**src/rtl/fetch_stage.sv**
```systemverilog
// Instruction fetch stage: drives the instruction-memory request, absorbs
// memory wait states and IF/ID stalls, and redirects on taken branches.
// Optional build macro FETCH_PERF_EN adds a saturating 16-bit counter
// (fetch_stall_cycles) of cycles spent waiting, holding or dropping.
module fetch_stage #(
  parameter int unsigned            WIDTH    = 32,
  parameter logic [WIDTH-1:0]       RESET_PC = '0
) (
  input  logic             clk,
  input  logic             reset,
  input  logic             stall,
  input  logic             branch_taken,
  input  logic [WIDTH-1:0] branch_target,
  output logic             imem_req,
  output logic [WIDTH-1:0] imem_addr,
  input  logic             imem_ready,
  input  logic [WIDTH-1:0] imem_rdata,
  output logic [WIDTH-1:0] instr,
  output logic [WIDTH-1:0] pc_out,
  output logic             ifid_enable,
  output logic             ifid_flush
`ifdef FETCH_PERF_EN
  ,
  output logic [15:0]      fetch_stall_cycles
`endif
);

  typedef enum logic [1:0] {StFetch, StWait, StHold, StDrop} state_e;

  state_e           state_q, state_d;
  logic [WIDTH-1:0] pc_q, pc_d;
  logic [WIDTH-1:0] buf_instr_q, buf_instr_d;
  logic [WIDTH-1:0] buf_pc_q, buf_pc_d;

  // Memory request is a pure function of state; suppressed during reset.
  always_comb begin
    imem_req  = !reset && (state_q == StFetch || state_q == StWait);
    imem_addr = pc_q;
  end

  // Next-state and IF/ID controls; memory response is honoured the same cycle.
  always_comb begin
    state_d     = state_q;
    pc_d        = pc_q;
    buf_instr_d = buf_instr_q;
    buf_pc_d    = buf_pc_q;
    instr       = imem_rdata;
    pc_out      = pc_q;
    ifid_enable = 1'b0;
    ifid_flush  = 1'b0;
    if (reset) begin
      ifid_flush = 1'b1;
    end else if (branch_taken) begin
      // A request still in flight must have its late beat discarded.
      ifid_flush = 1'b1;
      pc_d       = branch_target;
      if (state_q == StDrop || (state_q == StWait && !imem_ready)) begin
        state_d = StDrop;
      end else begin
        state_d = StFetch;
      end
    end else begin
      unique case (state_q)
        StFetch, StWait: begin
          if (imem_ready) begin
            if (!stall) begin
              ifid_enable = 1'b1;
              pc_d        = pc_q + WIDTH'(4);
              state_d     = StFetch;
            end else begin
              buf_instr_d = imem_rdata;
              buf_pc_d    = pc_q;
              state_d     = StHold;
            end
          end else begin
            state_d = StWait;
          end
        end
        StHold: begin
          if (!stall) begin
            instr       = buf_instr_q;
            pc_out      = buf_pc_q;
            ifid_enable = 1'b1;
            pc_d        = pc_q + WIDTH'(4);
            state_d     = StFetch;
          end
        end
        StDrop: begin
          if (imem_ready) state_d = StFetch;
        end
        default: state_d = StFetch;
      endcase
    end
  end

  // State, PC and hold buffer.
  always_ff @(posedge clk) begin
    if (reset) begin
      state_q     <= StFetch;
      pc_q        <= RESET_PC;
      buf_instr_q <= '0;
      buf_pc_q    <= '0;
    end else begin
      state_q     <= state_d;
      pc_q        <= pc_d;
      buf_instr_q <= buf_instr_d;
      buf_pc_q    <= buf_pc_d;
    end
  end

`ifdef FETCH_PERF_EN
  logic [15:0] stall_cnt_q;

  // Saturating count of cycles not spent in a plain fetch.
  always_ff @(posedge clk) begin
    if (reset) begin
      stall_cnt_q <= '0;
    end else if (state_q != StFetch && stall_cnt_q != 16'hFFFF) begin
      stall_cnt_q <= stall_cnt_q + 16'd1;
    end
  end

  assign fetch_stall_cycles = stall_cnt_q;
`endif

endmodule

```
**config.mk**
```make
export PLATFORM = sky130hd
export DESIGN_NAME = fetch_stage
export DESIGN_NICKNAME = d
export VERILOG_FILES = /design/src/rtl/fetch_stage.sv
export SDC_FILE = /design/constraint.sdc
export NUM_CORES = 1
export LEC_CHECK = 0
export CAP_MARGIN = 20
export CELL_PAD_IN_SITES_DETAIL_PLACEMENT = 1
export CELL_PAD_IN_SITES_GLOBAL_PLACEMENT = 2
export CORE_MARGIN = 2
export CORE_UTILIZATION = 28
export DETAILED_ROUTE_END_ITERATION = 16
export PLACE_DENSITY_LB_ADDON = 0.08
export SETUP_SLACK_MARGIN = 0.4
export SLEW_MARGIN = 5
export SYNTH_ARGS = -nofsm -noshare
export SYNTH_HDL_FRONTEND = slang
export SYNTH_SLANG_ARGS = --single-unit
```
**constraint.sdc**
```tcl
create_clock -name clk -period 5.8 [get_ports clk]
set_input_delay 0.87 -clock clk [delete_from_list [all_inputs] [get_ports clk]]
set_output_delay 0.87 -clock clk [all_outputs]
set_load 0.1 [all_outputs]
```
==> results.yml <==
status:
  status: "finished clean"
worst_hold_path:
  min_to: "buf_pc_q[14]"
  min_path_type: "reg -> reg"
  min-delay-start: "buf_pc_q[14]"
  holdPathStages: 2
critical_path:
  reg2reg_slack_ps: 3290
  path_common_cell: "buf_4"
  start_kind: "input port"
  crit_slowest_cell: "buf_4"
  critPathMaxFanout: 34
  end_kind: "output pin"
  reg2regPathDepth: 5
  worst_r2r_endpoint: "buf_instr_q[29]"
  max_stage_delay_ps: 450
  worst-setup-path-type: "in -> out"
  crit_chain: "clkdlybuf4s50_1 > buf_4 > nor2_1 > inv_2 > nor3_4 > buf_4 > mux2_2 > buf_4"
  crit_arrival_ps: 3160
  cp.required_ps: 4930
  r2r_start: "state_q[1]"
timing:
  fin_crit_ps: 4030
  finalMaxSlewViolations: 0
  rsz0062_at_grt: "false"
  tightest_slew_ps: 1070
  fin_skew_ps: 5.94
  maxSlewHeadroom_pct: 28.4
  fin_tns_setup_ps: 0
  setup_violations: 0
  finalHoldViolations: 0
  max_freq_mhz: 248
  final.period_utilization_pct: 69.5
cts:
  htree_levels: 3
  clk_path_buf_depth: 2
  cts_root_buf: "clkbuf_16"
  clk_latency_ps: 350
  ctsHoldBuffers: 0
  cts_resized: 0
  numCtsBuffers: 9
  cts_tree: "yes"
  clock-sinks: 98
  post_cts_buffers: 0
  cts.clk_slew.worst_paths_ps: 60
yosys:
  postSynthAreaPerCell_sq_um: 8.31
  synth_seq_cells: 98
  async_reset_ff_share_pct: 0
  netlist_area_sq_um: 5090
  ys.flop_type: "dfxtp_1"
  seq_area_frac_synth_pct: 38.6
  synth_fp_nets: 682
  synth_cells: 612
  yosysWarnings: 0
  synth_cell_types: 63
  synth_edf_count: 0
global_route:
  grt_use_total_pct: 18.1
  grt_start_max_net_pins: 95
  grt_pass1_wl_um: 28200
  grt_overflow: 0
  grt_pass1_vias: 5281
  antenna_found_initial: 0
floorplan:
  ios: 168
  die_w_um: 139
  die_h_um: 139
  initial_core_util_pct: 28.4
  rows: 49
  coreArea_sq_um: 17900
  dieArea_sq_um: 19300
final_layout:
  n_antenna_cell: 0
  register_area_sq_um: 1960
  nNetsFinal: 818
  final_common_cell: "nand2_1"
  multiInputGateArea_sq_um: 2880
  postLayoutCoreUtil_pct: 39.2
  final_cell_mix: "nand2_1, clkdlybuf4s50_1, dfxtp_1, buf_4, a21oi_1"
  drive_gt1_share_pct: 20.3
  area_delta_synth_final_pct: 37.9
  n_fill_cell: 2127
detailed_routing:
  wl_met1_um: 8010
  antenna_left: 0
  drt_first_pass_iters: 4
  viasPerCell: 5.15
  wire_per_inst_um: 17.6
  top_layer_used: "met4"
  vias: 5053
  dr_wl_met2_um: 8240
  met3_length_um: 854
  drt_iter0_markers: 237
  wirelength_um: 17300
  drcViolationCount: 0
place:
  gp_congestion: 0.723
  hpwl_um: 11600
  io_buffers: 167
pwr:
  p_leak_nw: 2.44
  ir_worst_vdd_mv: 0.158
  powerDensity_nw_per_um2: 273
flow_run:
  maxCapViolCount: 0
## cell type report
type	count	area share, %
sequential	98	28.0
tap	229	4.08
multi-input combinational	454	41.1
clock buffer	13	3.71
clock inverter	3	0.339
inverter	11	0.589
timing repair buffer	174	22.2
## layer usage
metal	GRT usage (%)	vias up
li1	-	2468
met1	22.8	2465
met2	30.9	108
met3	5.15	12
met4	3.93	0
met5	0	-
## kinds of logic (layout without fill, tap and decap cells)
kind of cell,count (synthesis),after routing,synth area share (%)
adder cells (fa/ha/maj),2,2,0.443
AND/OR/NAND/NOR,243,243,22.4
XOR/XNOR,4,4,0.689
AO/OA/AOI/OAI,143,143,19.1
multiplexers,62,62,13.7
buffers and inverters,60,201,5.09
flip-flops,98,98,38.6
## synthesized netlist by cell type, drive strengths merged (2+ instances only)
cell	count	area, sq um
a2111oi	5	52.6
a211oi	6	50.1
a21oi	66	330
a311oi	13	114
a31oi	8	50.1
and2	6	37.5
and4	7	65.1
buf	19	105
clkbuf	30	113
dfxtp	98	1960
inv	10	37.5
mux2	60	676
mux2i	2	20.0
nand2	150	563
nand2b	6	37.5
nand3	9	45.0
nand4	6	58.8
nor2	28	105
nor2b	3	21.3
nor3	5	35.0
nor4	3	18.8
o2111ai	2	35.0
o211ai	2	15.0
o21ai	10	53.8
o221a	2	22.5
o221ai	3	26.3
o311a	2	20.0
o311ai	6	52.6
o31a	2	17.5
o31ai	10	75.1
o41a	2	22.5
o41ai	2	17.5
or3	5	31.3
or4	10	75.1
or4b	2	20.0
xnor2	3	26.3
## critical path, delay by kind of cell
| family | cells | cell delay [ps] |
|---|---|---|
| buffers and inverters | 5 | 1440 |
| AND/OR/NAND/NOR | 2 | 410 |
| multiplexers | 1 | 410 |
## power by group
part	internal [mW]	switching, mW
logic	0.152	0.430
registers	0.700	0.0401
clock network	0.316	0.276
## state kept, by name, summed over array words and instances, names as in the netlist
signal,count
buf_instr_q,32
buf_pc_q,32
imem_addr,32
state_q,2
## metrics by stage
step                      cells  total power [mW]  hold WS, ps  cell area [sq um]  worst slack [ps]
after floorplan             612              1.18          433               5090               806
after global placement      966              1.34          439               6730              1810
after detailed placement    966              1.34          445               6730              1750
after CTS                   982              1.94          456               7020              1750
after global routing        982              1.99          468               7020              1620
final                       982              1.91          454               7020              1770
## worst max path at each step
| stage | start | to | slack (ps) |
|---|---|---|---|
| 3_5_place_dp | branch_taken | instr[17] | 1750 |
| 5_1_grt | branch_taken | instr[17] | 1620 |
| 3_3_place_gp | branch_taken | pc_out[31] | 1810 |
| 2_1_floorplan | reset | pc_out[10] | 810 |
| 4_1_cts | branch_taken | instr[17] | 1750 |
| 6_report | branch_taken | pc_out[3] | 1770 |
Power figures use the tool's default switching activity.
